File: src/rtl/decim_seq_pkg.sv
// Shared types and constants for the decimation-core control sequencer.
package decim_seq_pkg;

  localparam int unsigned DECIM_CTRL_W = 8;

  localparam logic [1:0] ST_RST_HOLD = 2'd0;
  localparam logic [1:0] ST_SETTLE   = 2'd1;
  localparam logic [1:0] ST_RUN      = 2'd2;

  typedef enum logic [1:0] {
    StRstHold = ST_RST_HOLD,
    StSettle  = ST_SETTLE,
    StRun     = ST_RUN
  } seq_state_e;

  // Width needed to hold 0..max_val, never narrower than one bit.
  function automatic int unsigned cnt_w(int unsigned max_val);
    return (max_val < 1) ? 1 : $clog2(max_val + 1);
  endfunction

endpackage

File: src/rtl/decim_seq_dncnt.sv
// Loadable down-counter that stops at zero; zero_o flags the final counted cycle.
module decim_seq_dncnt #(
  parameter int unsigned      Width    = 8,
  parameter logic [Width-1:0] ResetVal = '0
) (
  input  logic             clk_i,
  input  logic             rst_i,
  input  logic             load_i,
  input  logic [Width-1:0] load_val_i,
  input  logic             en_i,
  output logic             zero_o
);

  logic [Width-1:0] cnt_q, cnt_d;

  always_comb begin
    cnt_d = cnt_q;
    if (load_i) begin
      cnt_d = load_val_i;
    end else if (en_i && (cnt_q != '0)) begin
      cnt_d = cnt_q - 1'b1;
    end
  end

  always_ff @(posedge clk_i) begin
    if (rst_i) begin
      cnt_q <= ResetVal;
    end else begin
      cnt_q <= cnt_d;
    end
  end

  assign zero_o = (cnt_q == '0);

endmodule

File: src/rtl/decim_ctrl_sequencer.sv
// Reconfiguration sequencer for the decimation core: reset hold, settle, run.
// Optional forwarded-valid counter enabled by DECIM_SEQ_VALID_CNT_EN.
module decim_ctrl_sequencer
  import decim_seq_pkg::*;
#(
  parameter int unsigned RstCycles     = 16,
  parameter int unsigned SettleValids  = 8,
  parameter int unsigned TimeoutCycles = 65535
) (
  input  logic                    clk_i,
  input  logic                    rst_i,
  input  logic                    cfg_wr_i,
  input  logic [DECIM_CTRL_W-1:0] cfg_decim_i,
  input  logic                    cfg_test_i,
  output logic                    dec_rst_o,
  output logic [DECIM_CTRL_W-1:0] decim_ctrl_o,
  output logic                    test_ctrl_o,
  input  logic                    dec_valid_i,
  output logic                    valid_o,
  output logic                    run_o,
  output logic                    busy_o,
  output logic                    timeout_o
`ifdef DECIM_SEQ_VALID_CNT_EN
  ,
  output logic [31:0]             valid_cnt_o
`endif
);

  localparam int unsigned RstW = cnt_w(RstCycles);
  localparam int unsigned TmoW = cnt_w(TimeoutCycles);
  localparam int unsigned SetW = cnt_w(SettleValids);

  // Counters are loaded with N-1 so zero_o marks the Nth (last) cycle.
  localparam logic [RstW-1:0] RstLoad    = RstW'(RstCycles - 1);
  localparam logic [TmoW-1:0] TmoLoad    = TmoW'(TimeoutCycles - 1);
  localparam logic [SetW-1:0] SettleLast = SetW'((SettleValids == 0) ? 0 : SettleValids - 1);

  seq_state_e state_q, state_d;
  logic       run_q;

  logic [DECIM_CTRL_W-1:0] decim_q, decim_d;
  logic                    test_q, test_d;
  logic                    pend_vld_q, pend_vld_d;
  logic [DECIM_CTRL_W-1:0] pend_decim_q, pend_decim_d;
  logic                    pend_test_q, pend_test_d;
  logic                    timeout_q, timeout_d;
  logic [SetW-1:0]         settle_q, settle_d;
  logic                    valid_q, valid_d;

  logic rst_load, rst_zero;
  logic tmo_load, tmo_zero;
  logic settle_done;

  decim_seq_dncnt #(
    .Width    (RstW),
    .ResetVal (RstLoad)
  ) u_rst_cnt (
    .clk_i      (clk_i),
    .rst_i      (rst_i),
    .load_i     (rst_load),
    .load_val_i (RstLoad),
    .en_i       (state_q == StRstHold),
    .zero_o     (rst_zero)
  );

  decim_seq_dncnt #(
    .Width    (TmoW),
    .ResetVal (TmoLoad)
  ) u_tmo_cnt (
    .clk_i      (clk_i),
    .rst_i      (rst_i),
    .load_i     (tmo_load),
    .load_val_i (TmoLoad),
    .en_i       (state_q == StSettle),
    .zero_o     (tmo_zero)
  );

  assign settle_done = (SettleValids == 0) || (dec_valid_i && (settle_q == SettleLast));

  // State register.
  always_ff @(posedge clk_i) begin
    if (rst_i) begin
      state_q <= StRstHold;
      run_q   <= 1'b0;
    end else begin
      state_q <= state_d;
      run_q   <= (state_d == StRun);
    end
  end

  // Next-state and datapath next values.
  always_comb begin
    state_d      = state_q;
    decim_d      = decim_q;
    test_d       = test_q;
    pend_vld_d   = pend_vld_q;
    pend_decim_d = pend_decim_q;
    pend_test_d  = pend_test_q;
    timeout_d    = timeout_q;
    settle_d     = settle_q;
    rst_load     = 1'b0;
    tmo_load     = 1'b0;

    if (cfg_wr_i && (state_q != StRun)) begin
      pend_vld_d   = 1'b1;
      pend_decim_d = cfg_decim_i;
      pend_test_d  = cfg_test_i;
    end

    unique case (state_q)
      StRstHold: begin
        if (rst_zero) begin
          state_d  = StSettle;
          tmo_load = 1'b1;
          settle_d = '0;
        end
      end
      StSettle: begin
        if (dec_valid_i) begin
          settle_d = settle_q + SetW'(1);
        end
        if (settle_done || tmo_zero) begin
          // A write on the exit cycle is the newest word, so it beats pending.
          if (cfg_wr_i || pend_vld_q) begin
            state_d    = StRstHold;
            rst_load   = 1'b1;
            pend_vld_d = 1'b0;
            decim_d    = cfg_wr_i ? cfg_decim_i : pend_decim_q;
            test_d     = cfg_wr_i ? cfg_test_i : pend_test_q;
            timeout_d  = !settle_done;
          end else begin
            state_d = StRun;
            if (!settle_done) begin
              timeout_d = 1'b1;
            end
          end
        end
      end
      StRun: begin
        if (cfg_wr_i) begin
          state_d   = StRstHold;
          rst_load  = 1'b1;
          decim_d   = cfg_decim_i;
          test_d    = cfg_test_i;
          timeout_d = 1'b0;
        end
      end
      default: begin
        state_d  = StRstHold;
        rst_load = 1'b1;
      end
    endcase

    valid_d = dec_valid_i && (state_q == StRun);
  end

  always_ff @(posedge clk_i) begin
    if (rst_i) begin
      decim_q      <= '0;
      test_q       <= 1'b0;
      pend_vld_q   <= 1'b0;
      pend_decim_q <= '0;
      pend_test_q  <= 1'b0;
      timeout_q    <= 1'b0;
      settle_q     <= '0;
      valid_q      <= 1'b0;
    end else begin
      decim_q      <= decim_d;
      test_q       <= test_d;
      pend_vld_q   <= pend_vld_d;
      pend_decim_q <= pend_decim_d;
      pend_test_q  <= pend_test_d;
      timeout_q    <= timeout_d;
      settle_q     <= settle_d;
      valid_q      <= valid_d;
    end
  end

  // Outputs.
  always_comb begin
    dec_rst_o    = (state_q == StRstHold);
    run_o        = run_q;
    busy_o       = ~run_q;
    decim_ctrl_o = decim_q;
    test_ctrl_o  = test_q;
    valid_o      = valid_q;
    timeout_o    = timeout_q;
  end

`ifdef DECIM_SEQ_VALID_CNT_EN
  logic [31:0] valid_cnt_q, valid_cnt_d;

  // Held at zero for all of RST_HOLD so a trailing forwarded valid is not counted.
  always_comb begin
    valid_cnt_d = valid_cnt_q + {31'b0, valid_q};
    if (state_d == StRstHold) begin
      valid_cnt_d = '0;
    end
  end

  always_ff @(posedge clk_i) begin
    if (rst_i) begin
      valid_cnt_q <= '0;
    end else begin
      valid_cnt_q <= valid_cnt_d;
    end
  end

  assign valid_cnt_o = valid_cnt_q;
`endif

endmodule
File: config.mk
export PLATFORM = sky130hd
export DESIGN_NAME = decim_ctrl_sequencer
export DESIGN_NICKNAME = d
export VERILOG_FILES = /design/src/rtl/decim_seq_pkg.sv /design/src/rtl/decim_seq_dncnt.sv /design/src/rtl/decim_ctrl_sequencer.sv
export SDC_FILE = /design/constraint.sdc
export NUM_CORES = 1
export LEC_CHECK = 0
export ABC_CLOCK_PERIOD_IN_PS = 3710
export CAP_MARGIN = 30
export CORE_MARGIN = 4
export CORE_UTILIZATION = 55
export CTS_BUF_LIST = sky130_fd_sc_hd__clkbuf_4
export CTS_CLUSTER_DIAMETER = 60
export DETAILED_ROUTE_END_ITERATION = 6
export PLACE_DENSITY = 0.87
export RECOVER_POWER = 100
export SYNTH_ARGS = -nofsm -noshare
export SYNTH_HDL_FRONTEND = slang
export SYNTH_HIERARCHICAL = 1
export SYNTH_SLANG_ARGS = --single-unit
export TNS_END_PERCENT = 100
File: constraint.sdc
create_clock -name clk_i -period 3.71 [get_ports clk_i]
set_input_delay 0.742 -clock clk_i [delete_from_list [all_inputs] [get_ports clk_i]]
set_output_delay 0.742 -clock clk_i [all_outputs]
set_load 0.02 [all_outputs]
==> results by stage <==
Power and ir drop:
- Dividing total power by cell area gives a power density of 302 nW/µm².
- The peak supply drop is 0.197 mV.
- The switching power as a share of total power is 24.1%.
- Combinational logic is responsible for 7.8% of the overall power.
- The part of the power in registers is 57.8%.
- Summed over all cells, the static leakage comes to 1.11 nW.
- The internal portion of the total power is 0.711 mW.
- The clock network is responsible for 34.5% of the overall power.
- Summed over all nets, the switching power comes to 0.226 mW.

Floorplanning:
- The floorplan die height is 77.9 µm.
- The starting density of the core is 56.8%.
- The die covers 6060 µm².
- The total core area is 4720 µm².
- In this run the core area contains 25 standard-cell rows.
- The number of ports placed on the die boundary is 27.
- The chip width is 77.9 µm.

Critical path:
- In this run the worst path has a maximum fanout of 15.
- The startpoint-to-endpoint class of the critical path is flip-flop to flip-flop.
- Data on the critical path is required at its endpoint by 4.03 ns.
- The flop-to-flop setup slack is 0.88 ns.
- The cell that appears most often on the critical path is sky130_fd_sc_hd__inv_1.
- The worst reg2reg path depth is 9.
- The critical path goes through inv_1, ha_1, or4b_1, inv_1, and2_0, inv_1, nand2_1, or4_1, o311a_1.
- Following the worst setup path forward leads to its endpoint at u_tmo_cnt/cnt_q[3]$_SDFFE_PP1P_.
- The critical path's largest stage delay is 0.62 ns.
- The type of element launching the critical path is a flip-flop.
- The worst flop-to-flop path startpoint is u_rst_cnt/cnt_q[0]$_SDFFE_PP1P_.
- The endpoint of the most critical register-to-register path is u_tmo_cnt/cnt_q[3]$_SDFFE_PP1P_.
- At the worst endpoint, the arrival time is 3.15 ns.
- The capturing element type of the critical path is a flip-flop.
- The highest-delay cell along the critical path is sky130_fd_sc_hd__and2_0.
- The source of the critical timing path is u_rst_cnt/cnt_q[0]$_SDFFE_PP1P_.

Outcome:
- The run finished with clean final reports.

Synth:
- The number of flops mapped to enable cells by yosys is 0.
- After synthesis, the share of cell area in mux cells is 4.15%.
- By count the netlist is led by sky130_fd_sc_hd__dfxtp_1, sky130_fd_sc_hd__a21oi_1, sky130_fd_sc_hd__nor3_1, sky130_fd_sc_hd__clkbuf_1.
- The library cell with the largest summed area after synthesis is sky130_fd_sc_hd__dfxtp_1.
- The summed instance area of the synthesized netlist is 2680 µm².
- Summing the areas of all compound-gate instances in the mapped netlist gives 25.3% of the synthesized area.
- The synthesized-area fraction occupied by adder cells is 1.40%.
- The most instantiated library cell after synthesis is sky130_fd_sc_hd__dfxtp_1.
- The basic-gate share of the synthesized area counting and, or, nand and nor cells is 25.5%.
- The share of the synthesized area in the top cell type is 36.6%.
- The average cell area after synthesis is 8.89 µm².
- In this run, synthesis produced a sequential element count of 49.
- For this run, the number of Yosys warnings is 6.
- Ranked by total cell area, the synthesized netlist is headed by sky130_fd_sc_hd__dfxtp_1, sky130_fd_sc_hd__a21oi_1, sky130_fd_sc_hd__a311oi_2.
- The share of the Yosys chip area taken by registers is 36.6%.
- The unique cell type count in the Yosys netlist is 68.
- By area, the combinational part of the netlist is dominated by simple AND/OR/NAND/NOR gates.
- The xor/xnor cell area share of the yosys netlist is 0.653%.
- The most used flip-flop cell after synthesis is sky130_fd_sc_hd__dfxtp_1.
- Counting flops with an async set or reset pin after synthesis yields a share of 0%.
- The number of cells produced by synthesis is 302.

CTS:
- Clock tree synthesis inserted a total of 5 buffers.
- The clock tree from TritonCTS is done.
- After clock tree synthesis, the flow added hold-fix buffers numbering 0.
- The total setup buffers inserted after CTS is 0.
- Counting every sink on the clock net gives 49.
- The clock latency at the later pin of the worst-skew pair is 0.38 ns.
- The maximum root-to-sink buffer count is 2.
- The number of gates resized after cts is 0.
- The tree is rooted in a sky130_fd_sc_hd__clkbuf_4.
- The clock-pin slew on the worst setup and hold paths is 0.14 ns.
- The H-tree depth reported by CTS is 2.

GRT:
- Summed over all layers, the global routing overflow is 0.
- The via count of the first global-routing pass is 2225.
- The total routing usage reported by global routing is 20.3%.
- The initial antenna violation count was 0.
- The first global-routing pass estimated 10100 µm of wire.
- Entering global routing, the biggest net connects 41 pins.

Route:
- For this run, the detailed router's first-pass iteration total came to 5.
- Summed over all layers, the routed wires come to 5800 µm.
- Dividing the detail-routed via count by the number of cells gives 5.98.
- The DRC violation count after routing is 0.
- The routed layout has 2422 vias.
- The count of nets left with antenna violations once routing finished came out at 0.
- The number of DRC violations after detailed-routing iteration 0 is 195.
- In the final routed layout, each cell accounts on average for 14.3 µm.

Min path:
- The worst hold path class is flip-flop to flip-flop.

STA:
- For the pin with the worst max-slew slack, the measured transition is 0.852 ns.
- The post-route worst setup slack is 0.883 ns.
- Headroom to the max-slew limit came out at 43.2%.
- The shortest clock period the worst path allows after layout is 2.83 ns.
- The final-report max-slew violation count was 0.
- The final-layout worst hold slack is 0.472 ns.
- Based on the critical path, the design can be clocked at up to 0.354 GHz.
- The hold violation count in the final report was 0.
- The worst path uses 76.2% of the clock period.
- The number of setup violations in the final report is 0.
- The worst-case clock skew is 0.0158 ns.
- Setup repair after global routing left no endpoint under its margin.
- The total negative setup slack is 0 ns.

Job:
- The max-capacitance violation count is 0.

Final layout:
- The final-stage net count is 353.
- The post-route netlist has 10.4% of its cells at a drive strength greater than 1.
- The total non-filler cell area in the finished layout is 3110 µm².
- The repair_antennas step left the layout with diodes totalling 0.
- The layout overhead on the synthesized area is 15.8%.

Placed design:
- The post-detailed-placement half-perimeter wirelength is 4090 µm.
- In this run the cell area measured after placement is 3040 µm².
- The quantity of I/O buffers inserted on ports is 26.
- Routability-driven placement finished with a final weighted congestion of 0.760.
- Timing analysis after detailed placement gives a worst setup slack of 0.753 ns.
-- worst min-delay path by stage --
stage,start,end,slack (ns),depth (start not counted)
floorplan,pend_decim_q[0]$_SDFFE_PP0P_,pend_decim_q[0]$_SDFFE_PP0P_,0.44,2
global placement,pend_decim_q[1]$_SDFFE_PP0P_,pend_decim_q[1]$_SDFFE_PP0P_,0.44,2
detailed placement,pend_test_q$_SDFFE_PP0P_,pend_test_q$_SDFFE_PP0P_,0.45,2
CTS,pend_test_q$_SDFFE_PP0P_,pend_test_q$_SDFFE_PP0P_,0.47,2
global route,pend_decim_q[2]$_SDFFE_PP0P_,pend_decim_q[2]$_SDFFE_PP0P_,0.49,2
finish,pend_decim_q[6]$_SDFFE_PP0P_,pend_decim_q[6]$_SDFFE_PP0P_,0.47,2
-- through the flow --
stage                     power [mW]  util, %  std cells
after floorplan                0.598        -        321
after global placement         0.620     63.8        396
after detailed placement       0.625     64.3        397
after CTS                      0.945     66.0        405
after global routing           0.978     65.8        405
final                          0.937     65.8        405
-- critical path, delay by kind of cell, from the launching register on --
kind	cells	cell delay, ns
buf+inv	3	0.66
fa+ha+maj	1	0.18
simple gates	4	1.43
flops	1	0.36
compound gates	1	0.14
-- power by group through the flow --
stage	clock, mW	sequential [mW]	combinational (mW)
4_1_cts	0.331	0.541	0.0726
3_3_place_gp	0	0.552	0.0675
5_1_grt	0.355	0.543	0.0808
3_5_place_dp	0	0.553	0.0723
2_1_floorplan	0	0.551	0.0469
6_report	0.323	0.541	0.0726
-- area by class of cell --
type	instances	area (µm²)
clock buffers	5	37.5
clock inverters	3	46.3
fillers	376	1620
inverters	11	41.3
multi-input cells	237	1600
flip-flops and latches	49	981
well taps	67	83.8
repair buffers	33	320
-- sequential cells by signal (all words and copies together) (netlist names), 2 cells and up --
register / cells
u_tmo_cnt/cnt_q: 16
pend_decim_q: 8
u_rst_cnt/cnt_q: 5
state_q: 2
decim_ctrl_o: 8
settle_q: 4
-- cells in the final DEF, fill, tap and decap left out, drive strengths merged, types with 10 or more instances in the layout --
| master | Yosys | layout |
|---|---|---|
| nor3 | 21 | 21 |
| a21oi | 29 | 29 |
| nor3b | 12 | 12 |
| conb | 2 | 21 |
| dlygate4sd3 | 0 | 14 |
| nor2 | 15 | 15 |
| a311oi | 14 | 14 |
| dfxtp | 49 | 49 |
| nand2 | 15 | 15 |
| inv | 11 | 11 |
| clkdlybuf4s50 | 0 | 11 |
| mux2i | 10 | 10 |
| nand3 | 14 | 14 |
-- metal layers --
| layer | global-route usage (%) | vias up | wire (µm) |
|---|---|---|---|
| li1 | - | 1208 | - |
| met1 | 24.8 | 1127 | 2430 |
| met2 | 34.8 | 71 | 2890 |
| met3 | 3.94 | 16 | 357 |
| met4 | 7.65 | 0 | 118 |
| met5 | 0 | - | 0 |
-- logic make-up after synthesis --
| kind of cell | after synthesis |
|---|---|
| AO/OA/AOI/OAI | 83 |
| XOR/XNOR | 2 |
| adder cells (fa/ha/maj) | 3 |
| buffers and inverters | 35 |
| flip-flops | 49 |
| multiplexers | 11 |
| other | 2 |
| AND/OR/NAND/NOR | 117 |
No activity file was read; power rests on OpenSTA's default activity.
==> variant 1 (config.mk and constraints unchanged) <==
Build with the macro `DECIM_SEQ_VALID_CNT_EN` defined.
--- a/src/rtl/decim_ctrl_sequencer.sv
+++ b/src/rtl/decim_ctrl_sequencer.sv
@@ -1,5 +1,7 @@
 // Reconfiguration sequencer for the decimation core: reset hold, settle, run.
 // Optional forwarded-valid counter enabled by DECIM_SEQ_VALID_CNT_EN.
+`define DECIM_SEQ_VALID_CNT_EN
+
 module decim_ctrl_sequencer
   import decim_seq_pkg::*;
 #(
Function (old outputs only; new: valid_cnt_o): kept (Yosys induction, for registers that start in step).
==> variant 1 against the original RTL <==
- setup slack got worse by 0.19 ns
- combinational power decreased by 14%
- power increased by 63%
- non-clock buffer count increased by 31
- final area increased by 61%
- area after synthesis increased by 56%
- global-route usage increased by 3.0 points
- routed wire length increased by 75%
- critical path depth increased by 2
- sequential cell count increased by 32
- critical path type unchanged
- largest power group unchanged
==> variant 1: results (changes against the original RTL) <==
Run status
  – Status: finished, final reports clean

Clock network
  – Clock latency on the worst-skew pair: 0.43 ns (+0.05 ns)
  – # H-tree levels: 3 (+1)
  – CTS max path bufs: 2 (unchanged)

Power
  – Net Sw Frac: 22.5% (-1.6 points)
  – Max VDD drop: 0.154 mV (-22%)
  – Lkg Pwr: 1.73 nW (+56%)

Global route
  – Met3 Use GR: 2.92% (-1.0 points)
  – GR Util All Layers: 23.2% (+3.0 points)
  – Vias in the first global route: 3773 (+70%)
  – Largest net degree at the start of global routing: 65 (+59%)
  – Met1 usage: 30.5% (+5.7 points)
  – Met2 global-route usage: 38.7% (+3.8 points)
  – First-pass GRT wire length: 17.2 mm (+71%)

Logic synthesis
  – Post-synth top cells: 81 x dfxtp_1, 38 x nand2_1, 35 x a21oi_1
  – Library cells used by synthesis: 71 (+4.4%)
  – Sequential area share after synthesis: 38.7% (+2.2 points)
  – Largest cells by area after synthesis: dfxtp_1 39%, a21oi_1 4.2%, nor3_1 3.8%
  – Syn_area_per_cell: 8.46 sq um (-4.8%)

Timing
  – Worst clock skew: 0.0167 ns (+0.000853 ns)
  – Worst Max-Slew Pin Slew: 0.905 ns (+0.0533 ns)

Layout
  – Largest register FFs: 32 (+16)
  – Nets: 574 (+63%)
  – Share of layout cells above drive strength 1: 6.43% (-3.9 points)
  – Finished Layout Cells: 659 (+63%)
  – Filler instances: 591 (+57%)

Placed design
  – Port bufs: 58 (+120%)
  – DP HPWL: 7.18 mm (+76%)
  – Final GP Congestion: 0.878 (+15%)
  – DP Cell Count: 644 (+62%)

Detailed routing
  – Vias per inst: 6.18 (+3.3%)
  – Initial DRC count: 286 (+47%)
  – Routed len/inst: 15.4 um (+7.8%)

Setup path
  – CP max-delay cell: or2_0
  – CP Data Arrival Time: 3.32 ns (+0.17 ns)
  – Crit-path max cell delay: 0.51 ns (-0.11 ns)
  – Critical path fanouts, max: 11 (-4)
variant 1: changes by cell type after synthesis, sizes merged, moves of 11 or more:
cell and change:
nor2 +11, or4 +11, nand3 +13, nand2 +23
nor3 +12, dfxtp +32, o21ai +15
variant 1: layer usage:
| metal | part of all wire [%] | up-vias |
|---|---|---|
| met3 | 5.4 | 15 |
| met2 | 50 | 142 |
| li1 | - | 1993 |
| met1 | 43 | 1920 |
| met5 | 0 | - |
| met4 | 1.8 | 0 |
variant 1: final timing paths:
| check | cells after the start | startpoint | slack [ns] | to |
|---|---|---|---|---|
| worst max-delay path | 11 | u_tmo_cnt/cnt_q[0] | 0.69 | u_rst_cnt/cnt_q[4] |
| worst min-delay path | 2 | pend_decim_q[3] | 0.46 | pend_decim_q[3] |
| worst max register to register | 11 | u_tmo_cnt/cnt_q[0] | 0.69 | u_rst_cnt/cnt_q[4] |
| worst min register to register | 2 | pend_decim_q[3] | 0.46 | pend_decim_q[3] |
variant 1: kinds of logic (layout without fill, tap and decap cells):
family,count (synthesis),count (layout),share of synthesized area [%]
simple gates,226,226,31.1
compound gates,117,117,20.2
flops,81,81,38.7
buf+inv,46,92,4.48
xor+xnor,16,16,3.35
fa+ha+maj,5,5,1.49
other cells,2,21,0.179
mux,2,2,0.508
variant 1: critical path: cells and delay by family (launching register included):
family	cells	cell delay, ns
AO/OA/AOI/OAI	4	0.98
AND/OR/NAND/NOR	3	0.86
buffers and inverters	3	0.51
flip-flops	1	0.33
adder cells (fa/ha/maj)	1	0.20
variant 1: final cells by class:
type / instances / area share, %
Multi-Input combinational cell: 387 / 48.9
Sequential cell: 81 / 32.3
Timing Repair Buffer: 64 / 12.2
Tap cell: 99 / 2.47
Clock inverter: 5 / 1.62
Clock buffer: 10 / 1.50
Inverter: 13 / 0.973
variant 1: through the flow:
step	power, W	instance area [sq um]	worst slack, ns
floorplan	0.000944	4260	1.14
global placement	0.000964	4860	0.612
detailed placement	0.000966	4880	0.562
CTS	0.00154	5040	0.964
global route	0.00158	5010	0.446
finish	0.00153	5010	0.689
variant 1: power groups by stage:
stage	Sequential [W]	Clock, W	Combinational (W)
finish	0.000885	0.000578	0.0000623
global route	0.000886	0.000626	0.0000707
CTS	0.000885	0.000588	0.0000622
detailed placement	0.000904	0	0.0000620
global placement	0.000904	0	0.0000599
floorplan	0.000903	0	0.0000412
==> variant 2 (same settings) <==
Made on the original files. Register the output `timeout_o`, with the module's reset; this adds one clock of latency there. The other outputs are not delayed to match.
--- a/src/rtl/decim_ctrl_sequencer.sv
+++ b/src/rtl/decim_ctrl_sequencer.sv
@@ -35,6 +35,8 @@
   localparam logic [TmoW-1:0] TmoLoad    = TmoW'(TimeoutCycles - 1);
   localparam logic [SetW-1:0] SettleLast = SetW'((SettleValids == 0) ? 0 : SettleValids - 1);
 
+  logic timeout_c;
+
   seq_state_e state_q, state_d;
   logic       run_q;
 
@@ -184,7 +186,7 @@
     decim_ctrl_o = decim_q;
     test_ctrl_o  = test_q;
     valid_o      = valid_q;
-    timeout_o    = timeout_q;
+    timeout_c    = timeout_q;
   end
 
 `ifdef DECIM_SEQ_VALID_CNT_EN
@@ -209,4 +211,12 @@
   assign valid_cnt_o = valid_cnt_q;
 `endif
 
+  always_ff @(posedge clk_i) begin
+    if (rst_i) begin
+      timeout_o <= '0;
+    end else begin
+      timeout_o <= timeout_c;
+    end
+  end
+
 endmodule
Formal check against the unedited RTL: no difference found for any inputs over 10 cycles, from zero or initial values and one cycle with rst_i high; that may be too few to reach the edited logic, so the function may still have changed.
==> variant 2 against the original RTL <==
- the run now ends with capacitance limit, slew limit left
- first-iteration DRC count shrank 13%
- routed wire length grew 1.9%
- hold slack lost 0.0046 ns
- final area shrank 1.3%
- critical path depth shrank 6
- power grew 0.50%
- setup slack lost 0.20 ns
- die area grew 0.75%
- maximum frequency shrank 6.7%
- sequential cell count grew 1
- area after synthesis grew 0.84%
- critical path type is now in -> reg
- largest power group unchanged
==> variant 2: results (changes against the original RTL) <==
Timing
  – Worst clock skew: 0.0105 ns (-0.00534 ns)
  – Fin Hold WS: 0.467 ns (-0.00463 ns)
  – Worst Max-Slew Pin Slew: 2.28 ns (+1.43 ns)
  – Max-slew violation count: 59 (+59)

Setup path
  – Critical path launch point: rst_i
  – CP Data Arrival Time: 3.25 ns (+0.10 ns)
  – R2r setup slk: 0.70 ns (-0.18 ns)
  – Critical path fanouts, max: 58 (+43)
  – CP top delay family: buffers and inverters
  – CP max-delay cell: clkbuf_1
  – Worst setup endpoint: decim_ctrl_o[0]
  – Crit-path max cell delay: 1.59 ns (+0.97 ns)
  – RR Endpoint: u_tmo_cnt/cnt_q[13]

Layout
  – Share of layout cells above drive strength 1: 8.28% (-2.1 points)
  – Filler instances: 409 (+8.8%)

Clock network
  – CTS max path bufs: 2 (unchanged)
  – Postcts setup bufs: 0 (unchanged)
  – Post-CTS sizing: 0 (unchanged)

Min path
  – HP Start: pend_decim_q[6]

Detailed routing
  – Via count: 2437 (+0.62%)
  – M1 WL: 2.71 mm (+12%)
  – Met2 wire length: 2.85 mm (-1.4%)
  – Initial DRC count: 169 (-13%)
  – Routed len/inst: 14.6 um (+1.9%)
  – Met3 WL: 219 um (-39%)
  – Drt pass-1 iters: 4 (-1)

Placed design
  – DP Area: 3030 sq um (-0.16%)
  – Final GP Congestion: 0.804 (+5.8%)
  – Port bufs: 26 (unchanged)
  – DP HPWL: 4.00 mm (-2.2%)

Global route
  – Met2 global-route usage: 31.9% (-2.9 points)
  – Met3 Use GR: 4.47% (+0.53 points)
  – Met1 usage: 24.8% (-0.069 points)
  – GR Util All Layers: 19.5% (-0.78 points)
  – Largest net degree at the start of global routing: 59 (+44%)
  – Vias in the first global route: 2191 (-1.5%)
  – First-pass GRT wire length: 9.78 mm (-2.9%)

Logic synthesis
  – Most used DFF post-synth: dfxtp_1
  – Sequential area share after synthesis: 37.0% (+0.44 points)
  – Post-synth top cells: 50 x dfxtp_1, 29 x a21oi_1, 21 x nor3_1
  – Ys Warns: 6 (unchanged)
  – Largest cells by area after synthesis: dfxtp_1 37%, a21oi_1 5.4%, a311oi_2 5.0%

Run status
  – Failing checks: capacitance limit, slew limit
  – Status: complete, but fails checks

Job
  – Total of max-cap violations: 1 (+1)

Power
  – Max VDD drop: 0.255 mV (+30%)
  – Lkg Pwr: 1.10 nW (-1.1%)
-- variant 2: changes by cell type after synthesis, sizes merged --
cell | unedited run | this run
nor2b | 2 | 3
dfxtp | 49 | 50
nand3b | 3 | 2
nand2 | 15 | 16
-- variant 2: final cells by class --
type	count	share of cell area, %
inverter	11	1.35
tap	67	2.73
timing repair buffer	31	9.27
multi-input combinational	238	51.5
clock buffer	5	1.22
clock inverter	3	1.31
sequential	50	32.7
-- variant 2: per-stage QoR --
| step | util, % | std cells | setup slack, ns |
|---|---|---|---|
| after floorplan | - | 323 | 1.24 |
| after detailed placement | 63.7 | 397 | 0.671 |
| after CTS | 65.4 | 405 | 0.963 |
| after global placement | 63.7 | 397 | 0.760 |
| after global routing | 64.5 | 405 | 0.431 |
| final | 64.5 | 405 | 0.679 |
-- variant 2: where the power goes --
part	leakage (nW)	total [W]	switching (W)	internal, W
combinational	0.644	0.0000693	0.0000389	0.0000305
clock	0.0450	0.000320	0.000180	0.000140
sequential	0.406	0.000552	0.00000579	0.000546
-- variant 2: worst register-to-register path: cells and delay by family, from the launching register on --
kind                     cells  cell delay (ns)
buffers and inverters        3             0.96
AND/OR/NAND/NOR              4             1.29
flip-flops                   1             0.35
AO/OA/AOI/OAI                1             0.18
adder cells (fa/ha/maj)      1             0.20
-- variant 2: kinds of logic (layout without fill, tap and decap cells) --
| kind of cell | count (synthesis) | after routing | share of synthesized area [%] |
|---|---|---|---|
| other cells | 2 | 21 | 0.277 |
| compound gates | 83 | 83 | 25.1 |
| buf+inv | 35 | 50 | 6.10 |
| mux | 11 | 11 | 4.11 |
| fa+ha+maj | 3 | 3 | 1.39 |
| flops | 50 | 50 | 37.0 |
| simple gates | 118 | 118 | 25.4 |
| xor+xnor | 2 | 2 | 0.647 |
